`src/rtl/host_packet_sequencer.sv`:
```
// Host transmit sequencer: frames one accepted command (optionally keystream-encrypted)
// as SOF, CMD_HI, CMD_LO, LEN, PAYLOAD..., CSUM, CLOSE on a valid/ready byte stream.
module host_packet_sequencer #(
    parameter int         PAYLOAD_BYTES = 4,
    parameter logic [7:0] KEY_SEED      = 8'hA5,
    parameter logic [7:0] SOF_BYTE      = 8'hAA,
    parameter logic [7:0] CLOSE_BYTE    = 8'h7E
) (
    input  logic                       clk,
    input  logic                       reset,
    input  logic                       cmd_valid,
    output logic                       cmd_ready,
    input  logic [15:0]                cmd,
    input  logic [8*PAYLOAD_BYTES-1:0] payload,
    input  logic [7:0]                 payload_len,
    output logic [7:0]                 out_data,
    output logic                       out_valid,
    input  logic                       out_ready,
    output logic                       enc_enabled,
    output logic                       busy,
    output logic                       frame_done,
    output logic                       error
);

    typedef enum logic [2:0] {
        S_IDLE, S_SOF, S_CMD_HI, S_CMD_LO, S_LEN, S_PAYLOAD, S_CSUM, S_CLOSE
    } state_t;

    localparam logic [15:0] CMD_ENC_ON  = 16'h0001;
    localparam logic [15:0] CMD_ENC_OFF = 16'h0002;
    localparam logic [15:0] CMD_DATA    = 16'h0003;
    localparam logic [7:0]  MAX_LEN     = 8'(PAYLOAD_BYTES);

    state_t                     state, state_next;
    logic [15:0]                cmd_r;
    logic [7:0]                 len_r;
    logic [7:0]                 remaining;
    logic [8*PAYLOAD_BYTES-1:0] payload_r;
    logic [7:0]                 lfsr;
    logic [7:0]                 csum;
    logic [7:0]                 tx_payload;
    logic                       accept;
    logic                       cmd_ok;
    logic                       byte_taken;

    assign accept     = cmd_valid && cmd_ready;
    assign byte_taken = out_valid && out_ready;
    // Payload register shifts right on every sent byte, so the current byte is always [7:0].
    assign tx_payload = enc_enabled ? (payload_r[7:0] ^ lfsr) : payload_r[7:0];

    always_comb begin
        unique case (cmd)
            CMD_ENC_ON, CMD_ENC_OFF: cmd_ok = 1'b1;
            CMD_DATA:                cmd_ok = (payload_len <= MAX_LEN);
            default:                 cmd_ok = 1'b0;
        endcase
    end

    // NOTE: sequential state uses non-blocking assignments so every register samples pre-edge values.
    always_ff @(posedge clk or posedge reset) begin
        if (reset) state <= S_IDLE;
        else       state <= state_next;
    end

    always_comb begin
        // NOTE: default first so no path leaves state_next unassigned (which would infer a latch).
        state_next = state;
        unique case (state)
            S_IDLE:    if (accept && cmd_ok) state_next = S_SOF;
            S_SOF:     if (byte_taken) state_next = S_CMD_HI;
            S_CMD_HI:  if (byte_taken) state_next = S_CMD_LO;
            S_CMD_LO:  if (byte_taken) state_next = S_LEN;
            S_LEN:     if (byte_taken) state_next = (len_r == 8'd0) ? S_CSUM : S_PAYLOAD;
            S_PAYLOAD: if (byte_taken && remaining == 8'd1) state_next = S_CSUM;
            S_CSUM:    if (byte_taken) state_next = S_CLOSE;
            S_CLOSE:   if (byte_taken) state_next = S_IDLE;
            default:   state_next = S_IDLE;
        endcase
    end

    always_comb begin
        cmd_ready = (state == S_IDLE);
        busy      = (state != S_IDLE);
        out_valid = (state != S_IDLE);
        unique case (state)
            S_SOF:     out_data = SOF_BYTE;
            S_CMD_HI:  out_data = cmd_r[15:8];
            S_CMD_LO:  out_data = cmd_r[7:0];
            S_LEN:     out_data = len_r;
            S_PAYLOAD: out_data = tx_payload;
            S_CSUM:    out_data = csum;
            S_CLOSE:   out_data = CLOSE_BYTE;
            default:   out_data = 8'h00;
        endcase
    end

    // NOTE: datapath registers are reset too, so a frame abandoned by reset leaves no stale key or checksum.
    always_ff @(posedge clk or posedge reset) begin
        if (reset) begin
            cmd_r       <= '0;
            len_r       <= '0;
            remaining   <= '0;
            payload_r   <= '0;
            lfsr        <= KEY_SEED;
            csum        <= '0;
            enc_enabled <= 1'b0;
            error       <= 1'b0;
            frame_done  <= 1'b0;
        end else begin
            error      <= accept && !cmd_ok;
            frame_done <= (state == S_CLOSE) && byte_taken;
            if (accept && cmd_ok) begin
                cmd_r     <= cmd;
                payload_r <= payload;
                len_r     <= (cmd == CMD_DATA) ? payload_len : 8'd0;
                remaining <= (cmd == CMD_DATA) ? payload_len : 8'd0;
                csum      <= '0;
                lfsr      <= KEY_SEED;
                if (cmd == CMD_ENC_ON)  enc_enabled <= 1'b1;
                if (cmd == CMD_ENC_OFF) enc_enabled <= 1'b0;
            end else if (byte_taken) begin
                unique case (state)
                    S_CMD_HI, S_CMD_LO, S_LEN: csum <= csum ^ out_data;
                    S_PAYLOAD: begin
                        csum      <= csum ^ tx_payload;
                        payload_r <= payload_r >> 8;
                        remaining <= remaining - 8'd1;
                        lfsr      <= {lfsr[6:0], lfsr[7] ^ lfsr[5] ^ lfsr[4] ^ lfsr[3]};
                    end
                    default: ;
                endcase
            end
        end
    end

endmodule
```
`config.mk`:
```
export PLATFORM = sky130hd
export DESIGN_NAME = host_packet_sequencer
export DESIGN_NICKNAME = d
export VERILOG_FILES = /design/src/rtl/host_packet_sequencer.sv
export SDC_FILE = /design/constraint.sdc
export NUM_CORES = 1
export LEC_CHECK = 0
export CAP_MARGIN = 20
export CORE_UTILIZATION = 25
export CTS_CLUSTER_SIZE = 8
export DETAILED_ROUTE_END_ITERATION = 7
export PLACE_DENSITY_LB_ADDON = 0.12
export SYNTH_ARGS = -nofsm -noshare
export SYNTH_HDL_FRONTEND = slang
export SYNTH_SLANG_ARGS = --single-unit
export TNS_END_PERCENT = 20
```
`constraint.sdc`:
```
create_clock -name clk -period 2.8 [get_ports clk]
set_input_delay 0.56 -clock clk [delete_from_list [all_inputs] [get_ports clk]]
set_output_delay 0.56 -clock clk [all_outputs]
set_load 0.005 [all_outputs]
```
==> flow_metrics.tcl <==
set metrics [dict create \
    status "complete, no violations" \
    pin_count 74 \
    holdBufCountCts 0 \
    crit_type "reg2out" \
    syn-cell-area_um2 4172 \
    placed_area_um2 5280 \
    synth_cell_type_count 51 \
    critical_path.startpoint "state[1]$_DFFE_PP0P_" \
    die_w_um 131.2 \
    layout.nets 599 \
    grt_use_total 0.1390 \
    wire_per_inst_um 14.96 \
    cts_sinks 86 \
    grt_max_degree 55 \
    worstMarginPinSlew_ns 0.5271 \
    worstRegToRegCells 7 \
    dr.pass1.iters 4 \
    seq_area_frac_synth 0.5171 \
    report.final.slew_viol_count 0 \
    ant_nets 0 \
    p_leak_uw 0.002500 \
    ys.warnings.count 0 \
    routed_via_density 4.562 \
    post-route-period-util 0.9756 \
    drc 0 \
    reg2reg_to "remaining[1]$_DFFE_PP0P_" \
    numCtsBuffers 9 \
    reg2reg_slack_ns 0.38 \
    setup_viol 0 \
    root_buffer "clkbuf_16" \
    num_rows 46 \
    timing.rr.start "state[2]$_DFFE_PP0P_" \
    fillers 1620 \
    diodes 0 \
    synth.area.top_cells "dfrtp_1 (49%), nand2_1 (8.4%), nor2_1 (4.0%)" \
    synthMostInstantiatedCell "nand2_1" \
    synthFlopType "dfrtp_1" \
    synth_edf_count 0 \
    ys_ff_latch 86 \
    final_cell_area_um2 5670 \
    yosys.area.top_type_share 0.4919 \
    synth.avg_cell_area_um2 9.148 \
    grt_pass1_vias 3574 \
    drv_cap 0 \
    rsz0062_at_grt "true" \
    maxSlewHeadroom 0.6453 \
    finalClockSkew_ns 0.005204 \
    critPathLaunchType "flip-flop" \
    yosysTopAreaCell "dfrtp_1" \
    required_ns 2.24 \
    final_util 0.3531 \
    start_util 0.2598 \
    yosys-top-cells-count "nand2_1 (93), dfrtp_1 (82), nor2_1 (45), and2_1 (19)" \
    async_reset_ff_frac 1.000 \
    synthToLayoutAreaGrowth_pct 35.93 \
    routabilityCongestion 0.7536 \
    core-area_um2 16060 \
    arrival_ns 2.17 \
    grt_pass1_wl_um 19130 \
    drive_above_1_share 0.1273 \
    io_buffers 73 \
    min_from "csum[6]$_DFFE_PP0P_" \
    hold_path.class "reg2reg" \
    die_h_um 131.2 \
    cts.path.max_buffers 2 \
    wl_um 11340 \
    clk_pin_slew_worst_paths_ns 0.06 \
    synth_cells 456 \
    cts_tree "done" \
    cts-htree-levels 3 \
    power_density_nw_per_um2 818.2 \
    holdPathEnd "csum[6]$_DFFE_PP0P_" \
    grt_remaining_overflow 0 \
    layout_min_cycle_time_ns 2.732 \
    clkLatencyLatePin_ns 0.34 \
    worstSetupEndpointType "output port" \
    dr_total_vias 3458 \
    ir_drop_mv 0.3766 \
    hold_viol 0 \
    hold_depth 1 \
    first_iter_violations 193 \
    critPathMaxFanout 14 \
    synth_nets 518 \
    antenna_found_initial 0 \
    fmax_mhz 366.1 \
    hpwl_um 7715 \
    die_area_um2 17210 \
]
==> critical path, cell delays in order, from the launching register on <==
cell and delay (ns):
dfrtp_2 0.51, nand3b_1 0.31, a21oi_1 0.36, a221oi_2 0.09, inv_1 0.07, clkdlybuf4s50_1 0.49
==> flip-flops by register name, summed over array words and instances, names as in the netlist <==
signal	cells
lfsr	8
payload_r	32
len_r	8
frame_done	1
enc_enabled	1
csum	8
remaining	8
state	3
error	1
cmd_r	16
==> routing by layer <==
layer	share of wire	track usage	up-vias	routed length [µm]
met5	0	0	-	0
met4	0.011	0.03464	0	123
met3	0.031	0.02932	10	354
met2	0.48	0.2246	58	5385
met1	0.48	0.1880	1664	5472
li1	-	-	1726	-
==> metrics by stage <==
step                TNS, ns  setup slack, ns  instances  hold WS (ns)  total power (µW)
global placement          0           0.1004        740        0.4653              3257
finish                    0          0.06828        758        0.4787              4640
detailed placement        0           0.1303        740        0.4706              3276
CTS                       0         0.008257        756        0.4851              4613
global route        -0.1032         -0.06149        758        0.5026              4956
floorplan                 0          0.02477        456        0.4394              2563
==> cell families after synthesis <==
logic type               share of synthesized area
AO/OA/AOI/OAI                               0.1347
XOR/XNOR                                   0.03569
adder cells (fa/ha/maj)                   0.005998
buffers and inverters                      0.04439
flip-flops                                  0.5171
multiplexers                               0.02729
AND/OR/NAND/NOR                             0.2349
==> cell type report <==
cell class	instances	area [µm²]	share of cell area
Sequential cell	86	2161	0.3811
Multi-Input combinational cell	328	1883	0.3321
Timing Repair Buffer	100	983.4	0.1734
Tap cell	216	270.3	0.04766
Clock buffer	12	256.5	0.04523
Clock inverter	4	70.07	0.01236
Inverter	12	46.29	0.008164
==> cells in the final DEF (no fill, tap or decap), drive strengths merged, types with 3 or more instances in the layout <==
cell / synthesis / layout
nor4: 7 / 7
clkdlybuf4s50: 0 / 73
o31ai: 4 / 4
nor3: 10 / 10
a31oi: 17 / 17
xnor2: 10 / 10
nand3: 18 / 18
nand2b: 4 / 4
xor2: 7 / 7
mux2: 3 / 3
dfstp: 4 / 4
clkbuf: 18 / 12
a21o: 3 / 3
o21a: 3 / 3
clkinv: 0 / 3
a21bo: 3 / 3
nor3b: 5 / 5
mux2i: 8 / 8
or3: 3 / 3
nand2: 94 / 94
o22ai: 10 / 10
buf: 12 / 27
o221ai: 3 / 3
o21ai: 13 / 13
inv: 12 / 11
nand3b: 4 / 4
a21oi: 11 / 11
dfrtp: 82 / 82
and2: 19 / 19
nor2: 45 / 45
o211ai: 4 / 4
==> how the worst max path moves through the flow <==
stage | end | cells after the start
5_1_grt | out_data[0] | 5
3_5_place_dp | remaining[1]$_DFFE_PP0P_ | 6
3_3_place_gp | remaining[1]$_DFFE_PP0P_ | 6
6_report | out_data[0] | 5
2_1_floorplan | cmd_r[0]$_DFFE_PP0N_ | 1
4_1_cts | out_data[4] | 4
==> power breakdown <==
part | switching (µW) | internal, µW | leakage (µW)
sequential | 212 | 1480 | 0.00113
clock | 485 | 828 | 0.000163
combinational | 792 | 843 | 0.00121
==> timing repair <==
action | in CTS | in global routing
setup buffers | 0 | 2
setup endpoints to repair | 8 | 8
gates resized for setup | 2 | 8
cloned | 0 | 0
hold endpoints to repair | 0 | 0
No activity file was read; power rests on OpenSTA's default activity.
